`src/rtl/icon_node_buf.sv`:
```
// Buffered 2x2 interconnect switching node: self-routed or externally steered inputs,
// per-output round-robin arbitration, per-output FIFO with valid/ready and a contention counter.
module icon_node_buf #(
  parameter int unsigned DATA_W     = 1,
  parameter int unsigned ADDR_W     = 9,
  parameter int unsigned STAGE      = 8,
  parameter int unsigned GEN_SCB    = 1,
  parameter int unsigned FIFO_DEPTH = 4,
  parameter int unsigned CNT_W      = 16
) (
  input  logic              i_clk,
  input  logic              i_rst,
  input  logic              i_valid_0,
  input  logic              i_valid_1,
  output logic              o_ready_0,
  output logic              o_ready_1,
  input  logic [ADDR_W-1:0] i_addr_0,
  input  logic [ADDR_W-1:0] i_addr_1,
  input  logic [DATA_W-1:0] i_data_0,
  input  logic [DATA_W-1:0] i_data_1,
  input  logic              i_scb,
  output logic              o_valid_0,
  output logic              o_valid_1,
  input  logic              i_ready_0,
  input  logic              i_ready_1,
  output logic [ADDR_W-1:0] o_addr_0,
  output logic [ADDR_W-1:0] o_addr_1,
  output logic [DATA_W-1:0] o_data_0,
  output logic [DATA_W-1:0] o_data_1,
  output logic [CNT_W-1:0]  o_conflict_cnt
);

  localparam int unsigned PtrW = $clog2(FIFO_DEPTH);
  localparam int unsigned OccW = PtrW + 1;
  localparam int unsigned EntW = ADDR_W + DATA_W;
  localparam logic [OccW-1:0] DepthOcc = OccW'(FIFO_DEPTH);

  typedef logic [EntW-1:0] ent_t;

  logic [1:0]       dst;
  logic             conflict;
  logic [1:0]       full, empty, ready, accept, push, pop;
  logic [1:0]       rr_q, rr_d;
  logic [OccW-1:0]  occ_q [2];
  logic [OccW-1:0]  occ_d [2];
  logic [PtrW-1:0]  wptr_q [2];
  logic [PtrW-1:0]  wptr_d [2];
  logic [PtrW-1:0]  rptr_q [2];
  logic [PtrW-1:0]  rptr_d [2];
  ent_t             mem_q [2][FIFO_DEPTH];
  ent_t             push_ent [2];
  ent_t             head [2];
  logic [CNT_W-1:0] ccnt_q, ccnt_d;

  always_comb begin
    // With external control the two inputs always take opposite outputs.
    dst[0]   = (GEN_SCB != 0) ? i_addr_0[STAGE] : i_scb;
    dst[1]   = (GEN_SCB != 0) ? i_addr_1[STAGE] : ~i_scb;
    conflict = i_valid_0 && i_valid_1 && (dst[0] == dst[1]);

    for (int j = 0; j < 2; j++) begin
      full[j]  = (occ_q[j] == DepthOcc);
      empty[j] = (occ_q[j] == '0);
    end

    ready[0]  = !full[dst[0]] && !(conflict && rr_q[dst[0]]);
    ready[1]  = !full[dst[1]] && !(conflict && !rr_q[dst[1]]);
    accept[0] = i_valid_0 && ready[0];
    accept[1] = i_valid_1 && ready[1];
    pop[0]    = !empty[0] && i_ready_0;
    pop[1]    = !empty[1] && i_ready_1;

    for (int j = 0; j < 2; j++) begin
      push[j]     = (accept[0] && (dst[0] == 1'(j))) || (accept[1] && (dst[1] == 1'(j)));
      push_ent[j] = (accept[0] && (dst[0] == 1'(j))) ? {i_addr_0, i_data_0}
                                                     : {i_addr_1, i_data_1};
      wptr_d[j]   = wptr_q[j] + PtrW'(push[j]);
      rptr_d[j]   = rptr_q[j] + PtrW'(pop[j]);
      occ_d[j]    = occ_q[j] + OccW'(push[j]) - OccW'(pop[j]);
      head[j]     = empty[j] ? '0 : mem_q[j][rptr_q[j]];
    end

    // The favoured input flips only when the contested grant really lands in the FIFO.
    rr_d = rr_q;
    if (conflict && !full[dst[0]]) begin
      rr_d[dst[0]] = ~rr_q[dst[0]];
    end

    ccnt_d = ccnt_q;
    if (conflict && (ccnt_q != '1)) begin
      ccnt_d = ccnt_q + 1'b1;
    end
  end

  always_ff @(posedge i_clk or posedge i_rst) begin
    if (i_rst) begin
      rr_q   <= '0;
      ccnt_q <= '0;
      for (int j = 0; j < 2; j++) begin
        occ_q[j]  <= '0;
        wptr_q[j] <= '0;
        rptr_q[j] <= '0;
      end
    end else begin
      rr_q   <= rr_d;
      ccnt_q <= ccnt_d;
      for (int j = 0; j < 2; j++) begin
        occ_q[j]  <= occ_d[j];
        wptr_q[j] <= wptr_d[j];
        rptr_q[j] <= rptr_d[j];
      end
    end
  end

  // Storage needs no reset: the head is masked to zero whenever the FIFO is empty.
  always_ff @(posedge i_clk) begin
    for (int j = 0; j < 2; j++) begin
      if (push[j]) begin
        mem_q[j][wptr_q[j]] <= push_ent[j];
      end
    end
  end

  assign o_ready_0             = ready[0];
  assign o_ready_1             = ready[1];
  assign o_valid_0             = !empty[0];
  assign o_valid_1             = !empty[1];
  assign {o_addr_0, o_data_0}  = head[0];
  assign {o_addr_1, o_data_1}  = head[1];
  assign o_conflict_cnt        = ccnt_q;

endmodule

```
`config.mk`:
```
export PLATFORM = sky130hd
export DESIGN_NAME = icon_node_buf
export DESIGN_NICKNAME = d
export VERILOG_FILES = /design/src/rtl/icon_node_buf.sv
export SDC_FILE = /design/constraint.sdc
export NUM_CORES = 1
export LEC_CHECK = 0
export CAP_MARGIN = 0
export CORE_ASPECT_RATIO = 0.75
export CORE_MARGIN = 2
export CORE_UTILIZATION = 55
export CTS_CLUSTER_DIAMETER = 50
export DETAILED_ROUTE_END_ITERATION = 6
export PLACE_DENSITY = 0.79
export SYNTH_ARGS = -nofsm -noshare
export SYNTH_HDL_FRONTEND = slang
export SYNTH_SLANG_ARGS = --single-unit
```
`constraint.sdc`:
```
create_clock -name i_clk -period 2.8 [get_ports i_clk]
set_clock_uncertainty 0.15 [all_clocks]
set_input_delay 0.28 -clock i_clk [delete_from_list [all_inputs] [get_ports i_clk]]
set_output_delay 0.28 -clock i_clk [all_outputs]
set_load 0.005 [all_outputs]
```
== Word level (Yosys, flattened, before mapping) ==
Memories as Yosys holds them, arrays and structs flattened.
Index checks and enable logic that the tools add are counted.
Word-level totals
  RAM bits: 80
  latch bits: 0
  memories: 1
  input bits: 27
  logic and storage cells: 97
  register bits after elaboration: 32
  bits in read-only memories: 0
Memories
  mem_q: words 2, bits a word 40, read ports 2, clocked after memory_dff 0, wr ports 2, RTL line 50  | ent_t mem_q [2][FIFO_DEPTH];
Cells by class
  reduce and logical (&&, ||, !) cells: 30
  bitwise operators: 7
  shift operators: 0
  order comparisons: 9
  multiplexer cells: 29
  equal/unequal tests: 4
  $mul: 0
  add/sub/neg operators: 9
  divide/modulo/power cells: 0
Operator list (count)
  10-bit two-way mux: 10
  40-bit two-way mux: 2
  10-bit binary-select mux with 2-bit select: 2
  10-bit demux with 2-bit select: 2
  1-bit logical AND: 19
  16-bit by 1-bit adder with 16-bit output (second input constant): 1
  16-bit != test (second input constant): 1
  3-bit >= comparator (second input constant): 4
  2-bit inverter with 3-bit output: 4
  1-bit two-way mux: 11
  2-bit by 1-bit adder with 2-bit output: 4
  1-bit logical NOT: 7
  3-bit by 1-bit adder with 3-bit output: 2
  3-bit equality test (second input constant): 2
  3-bit logical NOT: 2
  3-bit by 1-bit less-than comparator with 1-bit output (second input constant): 2
  3-bit by 1-bit subtractor with 3-bit output: 2
  1-bit by 2-bit less-than comparator with 1-bit output (second input constant): 2
  1-bit inverter: 3
  2-bit bitwise mux: 1
  1-bit logical OR: 2
  1-bit demux with 1-bit select: 1
  1-bit equality test: 1
  1-bit >= comparator (second input constant): 1

== Depth between registers and ports, before layout ==
Gate-level depths: netlist of the first run.
  depth in word-level cells: 11
  depth in mapped cells: 10
  depth with buffers taken out: 9

== Worst setup path before layout of the first run ==
OpenSTA, ideal clock, no wires.
  path type: register to register
  from: register occ_q[5] in the netlist's numbering
  to: register occ_q[5] in the netlist's numbering
  cell stages (with the launch flop): 10
  arrival: 2197 ps
  path slack: 330 ps
  path through: dfrtp_1 -> nor3_1 -> clkbuf_1 -> nor2b_1 -> ha_1 -> inv_1 -> ha_1 -> fa_1 -> xor2_1 -> xnor2_1
RTL lines
  from (decl): RTL line 44  | logic [OccW-1:0] occ_q [2];
  from (signal, indexed assignment): RTL line 108  | occ_q[j] <= occ_d[j];

== Worst setup path after layout of the first run ==
  from: register rptr_q[2] in the netlist's numbering
  to: output port o_addr_0[7]
On the way
  cells in the longest elaborated chain, start to end: 5
RTL lines
  from (decl): RTL line 48  | logic [PtrW-1:0] rptr_q [2];
  from (signal, indexed assignment): RTL line 110  | rptr_q[j] <= rptr_d[j];
  2-bit inverter with 3-bit output (implied by the code): RTL line 80  | head[j] = empty[j] ? '0 : mem_q[j][rptr_q[j]];
  10-bit binary-select mux with 2-bit select: RTL line 80
  10-bit two-way mux (implied by the code) (2 in series): RTL line 80
  10-bit two-way mux: RTL line 80
  to (decl): RTL line 26  | output logic [ADDR_W-1:0] o_addr_0,
Every way passes these cells. The select of a mux whose other input is x is not followed.

==> metrics.cfg, run 1 <==
[yosys]
synth_cell_types = 43
yosysSeqAreaShare = 0.6455
async_flop_share = 0.2857
synth_simple_gate_area_frac = 0.1130
synth_compound_area_frac = 0.01437
synth_nets = 347
synthMuxAreaShare = 0.1369
synth_top_family_by_area = multiplexers
ys_top_cells_by_area = edfxtp_1 (48%), dfrtp_1 (16%), mux4_2 (9.1%)
synth-edff-count = 80
synth_fa_ha_area_frac = 0.03076
avgSynthCellArea_um2 = 16.06
synth-seq-cells = 112
ys.flop_type = edfxtp_1
synthDominantCellAreaShare = 0.4841
ys_warn_count = 0
syn_area_mm2 = 0.004962
yosys.area.top_type = edfxtp_1
synthCells = 309
synth_xor_area_frac = 0.04236

[grt]
grt_pass1_vias = 2968
antenna_found_initial = 0
grt.overflow.total = 0
grt_pass1_wl_um = 15420
grt_max_degree = 33
global_route.usage.met2 = 0.3451
busiest_layer = met2
grt_util_met1 = 0.2856
grtUsageMet3 = 0.05734
grtUsageTotal = 0.2113

[status]
status = completed

[floorplan]
die_w_um = 113.7
coreArea_mm2 = 0.008600
start_util = 0.5770
fp.dieArea_mm2 = 0.009806
io_pins = 67
placementRows = 29
die_y_um = 86.26

[cts]
clock_sinks = 112
clkLatencyLatePin_ns = 0.34
cts_max_level = 3
post_cts_buffers = 0
clockBufferDepth = 2
cts_root_buffer = clkbuf_16
clkTransAtPathRegs_ns = 0.07
cts_resized = 0
cts_tree = done
hold_buffers = 0
cts_buffers = 9

[final_layout]
multi_input_area_mm2 = 0.001674
nNetsFinal = 431
antennaDiodeCount = 0
syn2layout_area_growth_pct = 23.37
regArea_mm2 = 0.003203
nFillCells = 590
drive_gt1_frac = 0.2085
layout.cells.non_filler = 506

[setup_path]
critPathRequiredTime_ns = 2.37
crit_path_max_fanout = 7
crit_buf_inv = 2
slowest_stage = dfrtp_1
cp.arrival_ns = 2.16
cp_top_family = buffers and inverters
slowest_delay_ns = 0.54
worst_setup_path_start_kind = flop
ff2ff_setup_slack_ns = 0.40
end_kind = output port
path_cells = buf_12, mux4_2, nor2b_1, clkdlybuf4s50_1
worstSetupPathType = reg -> out

[timing]
setup_viol = 0
finalHoldViolCount = 0
fmax_mhz = 386.5
fin_crit_ns = 2.587
rsz0062_at_grt = no
tightest_slew_ns = 0.6617
slew_viol_final = 0
slew_headroom = 0.5579
fin_ws_ns = 0.2125
post-route-period-util = 0.9241
fin_tns_setup_ns = 0

[placed_design]
dp_hpwl_um = 6639
preCtsSetupSlack_ns = 0.1984
gp_congestion = 0.7800
io_buffers = 65
dp.cells = 490

[pwr]
power.leakage_nw = 2.281
power_density_mw_per_mm2 = 939.1
vdd_ir_drop_max_mv = 0.4652

[route]
drtIter0Drc = 174
num_vias = 2906
drc = 0
finalWirelength_um = 9460
dr.pass1.iters = 5
via_per_inst = 5.743
wl_per_cell_um = 18.70
ant_nets = 0

[flow_run]
maxCapViolations = 0

[hold_path]
hold_class = in -> async

[layer usage]
| metal | wire length (um) | vias to the layer above |
|---|---|---|
| met4 | 105 | 0 |
| met2 | 4625 | 90 |
| li1 | - | 1329 |
| met1 | 4169 | 1477 |
| met5 | 0 | - |
| met3 | 560 | 10 |
[metrics by stage]
stage / power (mW) / area, um^2 / utilization / hold slack, ns
after global routing: 6.103 / 6122 / 0.7119 / 0.2460
final: 5.749 / 6122 / 0.7119 / 0.1689
after CTS: 5.813 / 6122 / 0.7119 / 0.1836
after global placement: 4.555 / 5848 / 0.6801 / 0.3360
after detailed placement: 4.646 / 5848 / 0.6801 / 0.3407
after floorplan: 3.634 / 4962 / - / 0.2462
[worst reg2reg max path: stages (launching register included)]
cell and delay, ns:
dfrtp_1 0.42, nor3b_1 0.57, a21oi_1 0.22, ha_1 0.26
fa_1 0.37, xor2_1 0.18, xnor2_1 0.12
[registers in the layout, indices dropped and copies added (netlist names)]
register,count
rr_q,2
rptr_q,4
wptr_q,4
mem_q,80
o_conflict_cnt,16
occ_q,6
[synthesized netlist by cell type, types with 5 or more instances]
master / number
edfxtp_1: 80
inv_1: 12
nor3_1: 6
nor2_1: 9
nor2b_1: 22
nand3_1: 7
nand4_1: 5
buf_2: 5
mux2_2: 19
nand2_1: 10
xnor2_1: 8
dfrtp_1: 32
xor2_1: 16
mux4_2: 20
ha_1: 9
nor3b_1: 5
[path summary, 6_finish.rpt]
path,to,cells past startpoint,from
hold / removal,o_conflict_cnt[0],3,i_rst
hold reg to reg,occ_q[5],1,occ_q[5]
max in group asynchronous,rptr_q[1],3,i_rst
setup reg to reg,occ_q[5],6,occ_q[4]
min in group i_clk,occ_q[5],1,occ_q[5]
setup / recovery,o_addr_0[7],4,rptr_q[2]
[cell type report]
class,count,share of cell area
sequential,112,0.5232
multi-input combinational,176,0.2735
timing repair buffer,82,0.1292
clock buffer,10,0.03740
tap,108,0.02207
clock inverter,6,0.007357
inverter,12,0.007357
[kinds of logic after synthesis]
logic type	Yosys count
flip-flops	112
AND/OR/NAND/NOR	90
multiplexers	40
XOR/XNOR	24
buffers and inverters	21
AO/OA/AOI/OAI	11
adder cells (fa/ha/maj)	11
[cell usage in the layout, fill, tap and decap left out, types with 2 or more instances in the layout]
cell type,Yosys,routed
xor2_1,16,16
nand3_1,7,7
nor2b_1,22,22
a21oi_1,3,3
mux4_2,20,20
nor2_1,9,9
and3b_1,2,2
nand2b_1,3,3
mux2_2,19,19
fa_1,2,2
buf_4,0,16
ha_1,9,9
nand4_1,5,5
a31oi_1,2,2
nor3_1,6,6
clkinvlp_4,0,3
xnor2_1,8,8
edfxtp_1,80,80
clkdlybuf4s50_1,0,65
or2_2,2,2
clkbuf_16,0,9
and3_1,4,4
nor3b_1,5,5
nor4_1,4,4
nand2_1,10,10
dfrtp_1,32,32
inv_1,12,12
[report_power, final]
group          switching (mW)  leakage [nW]  internal (mW)  total, mW
combinational           0.806          1.03           1.25       2.06
sequential              0.312          1.13           2.22       2.53
clock                   0.553         0.125          0.606       1.16
No activity file was read; power rests on OpenSTA's default activity.
==> run 2: changes to the inputs <==
CELL_PAD_IN_SITES_DETAIL_PLACEMENT = 0   (was default)
CELL_PAD_IN_SITES_GLOBAL_PLACEMENT = 2   (was default)
CORE_UTILIZATION = 40   (was 55)
GPL_TIMING_DRIVEN = 0   (was default)
==> run 2 against run 1 <==
Compared with the run above:
- critical path depth stayed put
- non-clock buffer count is 8 lower
- wire length is 2.7% lower
- highest routed layer unchanged
- via count is 5.2% lower
- sequential share of layout area is 0.20 points lower
==> metrics.cfg, run 2 (synthesized netlist as in run 1, its figures left out) <==
[route]
drc = 0
drtIter0Drc = 138
wl_per_cell_um = 16.55
dr.pass1.iters = 4
finalWirelength_um = 9204
ant_nets = 0
num_vias = 2754
via_per_inst = 4.953

[flow_run]
maxCapViolations = 0

[setup_path]
path_cells = buf_2, mux4_2, nor2b_1, clkdlybuf4s50_1
slowest_delay_ns = 0.55
crit_buf_inv = 2
end_kind = output port
slowest_stage = mux4_2
cp_top_family = buffers and inverters
worst_setup_path_start_kind = flop
crit_path_max_fanout = 10
worstSetupPathType = reg -> out
critPathRequiredTime_ns = 2.37
cp.arrival_ns = 2.20

[cts]
cts_root_buffer = clkbuf_16
cts_max_level = 3
cts_resized = 2
clock_sinks = 112
post_cts_buffers = 0
clkLatencyLatePin_ns = 0.34
clkTransAtPathRegs_ns = 0.07
hold_buffers = 0
cts_tree = done
clockBufferDepth = 2
cts_buffers = 9

[timing]
finalHoldViolCount = 0
fin_tns_setup_ns = 0
fmax_mhz = 380.6
fin_ws_ns = 0.1725
slew_viol_final = 0
tightest_slew_ns = 0.9192
slew_headroom = 0.3850
holdWs_ns = 0.2243
setup_viol = 0
fin_crit_ns = 2.627
rsz0062_at_grt = no
post-route-period-util = 0.9384

[pwr]
vdd_ir_drop_max_mv = 0.4034
power.leakage_nw = 2.246
power_density_mw_per_mm2 = 945.3
finalPower_mw = 5.809

[placed_design]
io_buffers = 65
dp.cells = 540
gp_congestion = 0.7480
dpl_cell_area_mm2 = 0.005831
preCtsSetupSlack_ns = -0.1132
dp_hpwl_um = 6477

[final_layout]
final_util = 0.5048
syn2layout_area_growth_pct = 23.85
design_area_mm2 = 0.006146
layout_commonest_cell = edfxtp_1
nNetsFinal = 423
antennaDiodeCount = 0
final_cell_mix = edfxtp_1 (80), clkdlybuf4s50_1 (65), dfrtp_1 (32)
layout.cells.non_filler = 556
drive_gt1_frac = 0.2000
largest_reg_flops = 80

[grt]
antenna_found_initial = 0
grt.overflow.total = 0
grt_pass1_wl_um = 14630
grt_max_degree = 33
grtUsageTotal = 0.1462
grt_pass1_vias = 2749

[status]
status = completed

[floorplan]
die_y_um = 100.5
io_pins = 67
fp.dieArea_mm2 = 0.01332
coreArea_mm2 = 0.01217
start_util = 0.4076
die_w_um = 132.6
placementRows = 35

[hold_path]
hold_class = in -> async

## run 2: cell types whose count changed in the layout (fill, tap and decap cells not counted), moves of 2 or more
cell	previous run	this run
buf_2	0	5
clkbuf_2	0	2
nor3b_2	0	2
nor3b_1	5	3
buf_4	16	0
clkinvlp_4	3	1
## run 2: power by group
part | leakage, nW | switching, mW | internal (mW)
combinational | 0.973 | 0.861 | 1.19
clock | 0.146 | 0.586 | 0.709
sequential | 1.13 | 0.239 | 2.22
total | 2.25 | 1.69 | 4.12
## run 2: worst paths after layout
path / startpoint / endpoint / slack, ns / cells past startpoint
worst max-delay path: rptr_q[0] / o_addr_1[8] / 0.17 / 4
min in group i_clk: rptr_q[0] / rptr_q[0] / 0.36 / 1
worst min-delay path: i_rst / rptr_q[3] / 0.22 / 2
worst max register to register: occ_q[0] / occ_q[2] / 0.22 / 10
max in group asynchronous: i_rst / rptr_q[1] / 1.80 / 2
worst min register to register: rptr_q[0] / rptr_q[0] / 0.36 / 1
## run 2: final cells by class
type                            count  area, um^2
Tap cell                          166       207.7
Inverter                           12       45.04
Multi-Input combinational cell    176        1689
Clock inverter                      6       75.07
Fill cell                        1058        6028
Sequential cell                   112        3203
Clock buffer                       10       229.0
Timing Repair Buffer               65       650.6
Buffer                              9       46.29
## run 2: metal layers
layer	share of wire	global-route usage	wire [um]	vias up
li1	-	-	-	1317
met1	0.49	0.2058	4479	1383
met2	0.47	0.2264	4331	44
met3	0.030	0.03419	275	10
met4	0.013	0.04963	117	0
met5	0	0	0	-
==> run 3: changes to the inputs <==
RECOVER_POWER = 25   (was default)
==> run 3 against run 2 <==
Compared with the run above:
- flip-flop and latch count unchanged
- first-iteration DRC count did not move
- sequential power barely moved
- utilization did not move
- cell area is the same
- maximum frequency decreased by 0.27%
- largest cell class unchanged
- setup slack got worse by 0.0070 ns
- register-to-register slack gained 0.02 ns
- combinational power barely moved
- non-clock buffer count unchanged
- power about the same
- sequential share of layout area unchanged
==> metrics.cfg, run 3 (synthesized netlist as in run 1, its figures left out) <==
[final_layout]
final_cell_mix = edfxtp_1 (80), clkdlybuf4s50_1 (63), dfrtp_1 (32)
antennaDiodeCount = 0
syn2layout_area_growth_pct = 23.85
nNetsFinal = 423
largest_reg_flops = 80
multi_input_area_mm2 = 0.001689
drive_gt1_frac = 0.1974
layout_commonest_cell = edfxtp_1
nFillCells = 1058
final_util = 0.5048
regArea_mm2 = 0.003203
layout.cells.non_filler = 556

[route]
dr.pass1.iters = 4
drtIter0Drc = 138
num_vias = 2752
wl_per_cell_um = 16.52
drc = 0
ant_nets = 0
via_per_inst = 4.950
finalWirelength_um = 9183

[floorplan]
io_pins = 67
fp.dieArea_mm2 = 0.01332
placementRows = 35
start_util = 0.4076
coreArea_mm2 = 0.01217
die_y_um = 100.5
die_w_um = 132.6

[setup_path]
path_cells = clkbuf_1, mux4_2, nor2b_1, clkdlybuf4s50_1
cp_top_family = buffers and inverters
cp.arrival_ns = 2.20
worst_setup_path_start_kind = flop
slowest_delay_ns = 0.48
crit_buf_inv = 2
worstSetupPathType = reg -> out
end_kind = output port
critPathRequiredTime_ns = 2.37
slowest_stage = clkbuf_1
crit_path_max_fanout = 10

[timing]
setup_viol = 0
fin_ws_ns = 0.1655
finalHoldViolCount = 0
fmax_mhz = 379.6
rsz0062_at_grt = no
holdWs_ns = 0.3551
fin_crit_ns = 2.634
tightest_slew_ns = 1.292
post-route-period-util = 0.9409
slew_headroom = 0.1377
slew_viol_final = 0

[cts]
clockBufferDepth = 2
cts_root_buffer = clkbuf_16
cts_max_level = 3
clkTransAtPathRegs_ns = 0.07
clkLatencyLatePin_ns = 0.34
cts_tree = done
post_cts_buffers = 0
clock_sinks = 112
cts_buffers = 9
hold_buffers = 0

[flow_run]
maxCapViolations = 0

[placed_design]
dp.cells = 540
io_buffers = 65
preCtsSetupSlack_ns = -0.1132
gp_congestion = 0.7480
dp_hpwl_um = 6477

[grt]
grt_pass1_vias = 2749
grt_max_degree = 33
grtUsageTotal = 0.1462
grt_util_met1 = 0.2058
grt_pass1_wl_um = 14630
busiest_layer = met2
grtUsageMet3 = 0.03419
grt.overflow.total = 0
global_route.usage.met2 = 0.2264
antenna_found_initial = 0

[pwr]
vdd_ir_drop_max_mv = 0.4034
power.leakage_nw = 2.251
power_density_mw_per_mm2 = 944.4

[hold_path]
hold_class = reg -> reg

[status]
status = completed

==> run 3: report_power, final <==
part / switching (mW) / internal, mW / total (mW)
clock network: 0.583 / 0.709 / 1.29
registers: 0.238 / 2.22 / 2.46
logic: 0.860 / 1.19 / 2.05
==> run 3: repair_timing <==
item / 4_1_cts / 5_1_grt
endpoints found under the hold margin: 0 / 0
setup endpoints to repair: 2 / 3
gates resized for setup: 2 / 5
==> run 3: per-stage QoR <==
stage	setup TNS, ns	power (mW)	cell area [um^2]
6_report	0	5.804	6146
3_5_place_dp	-3.472	4.581	5831
2_1_floorplan	0	3.634	4962
5_1_grt	0	6.170	6146
3_3_place_gp	-14.06	4.516	5821
4_1_cts	0	5.903	6137
==> run 3: final timing paths <==
check,from,endpoint,slack [ns],cells past startpoint
max,rptr_q[3],o_addr_0[1],0.17,4
max reg2reg,occ_q[0],occ_q[2],0.24,10
min reg2reg,rptr_q[0],rptr_q[0],0.36,1
max in group asynchronous,i_rst,o_conflict_cnt[7],1.14,2
min in group asynchronous,i_rst,rptr_q[3],0.58,2
min,rptr_q[0],rptr_q[0],0.36,1
==> run 3: final cells by class <==
| type | count | area share |
|---|---|---|
| flip-flops and latches | 112 | 0.5212 |
| multi-input cells | 176 | 0.2748 |
| repair buffers | 65 | 0.1059 |
| clock buffers | 10 | 0.03726 |
| well taps | 166 | 0.03379 |
| clock inverters | 6 | 0.01221 |
| plain buffers | 9 | 0.007533 |
| inverters | 12 | 0.007329 |
==> run 3: routing by layer <==
metal,part of all wire,vias up
li1,-,1317
met1,0.48,1389
met2,0.48,39
met3,0.026,7
met4,0.0097,0
met5,0,-
==> run 3: worst reg2reg max path: cells and delay by family, from the launching register on <==
kind,cells,cell delay (ns)
simple gates,2,0.42
buf+inv,3,0.41
xor+xnor,2,0.32
fa+ha+maj,3,0.78
flops,1,0.41
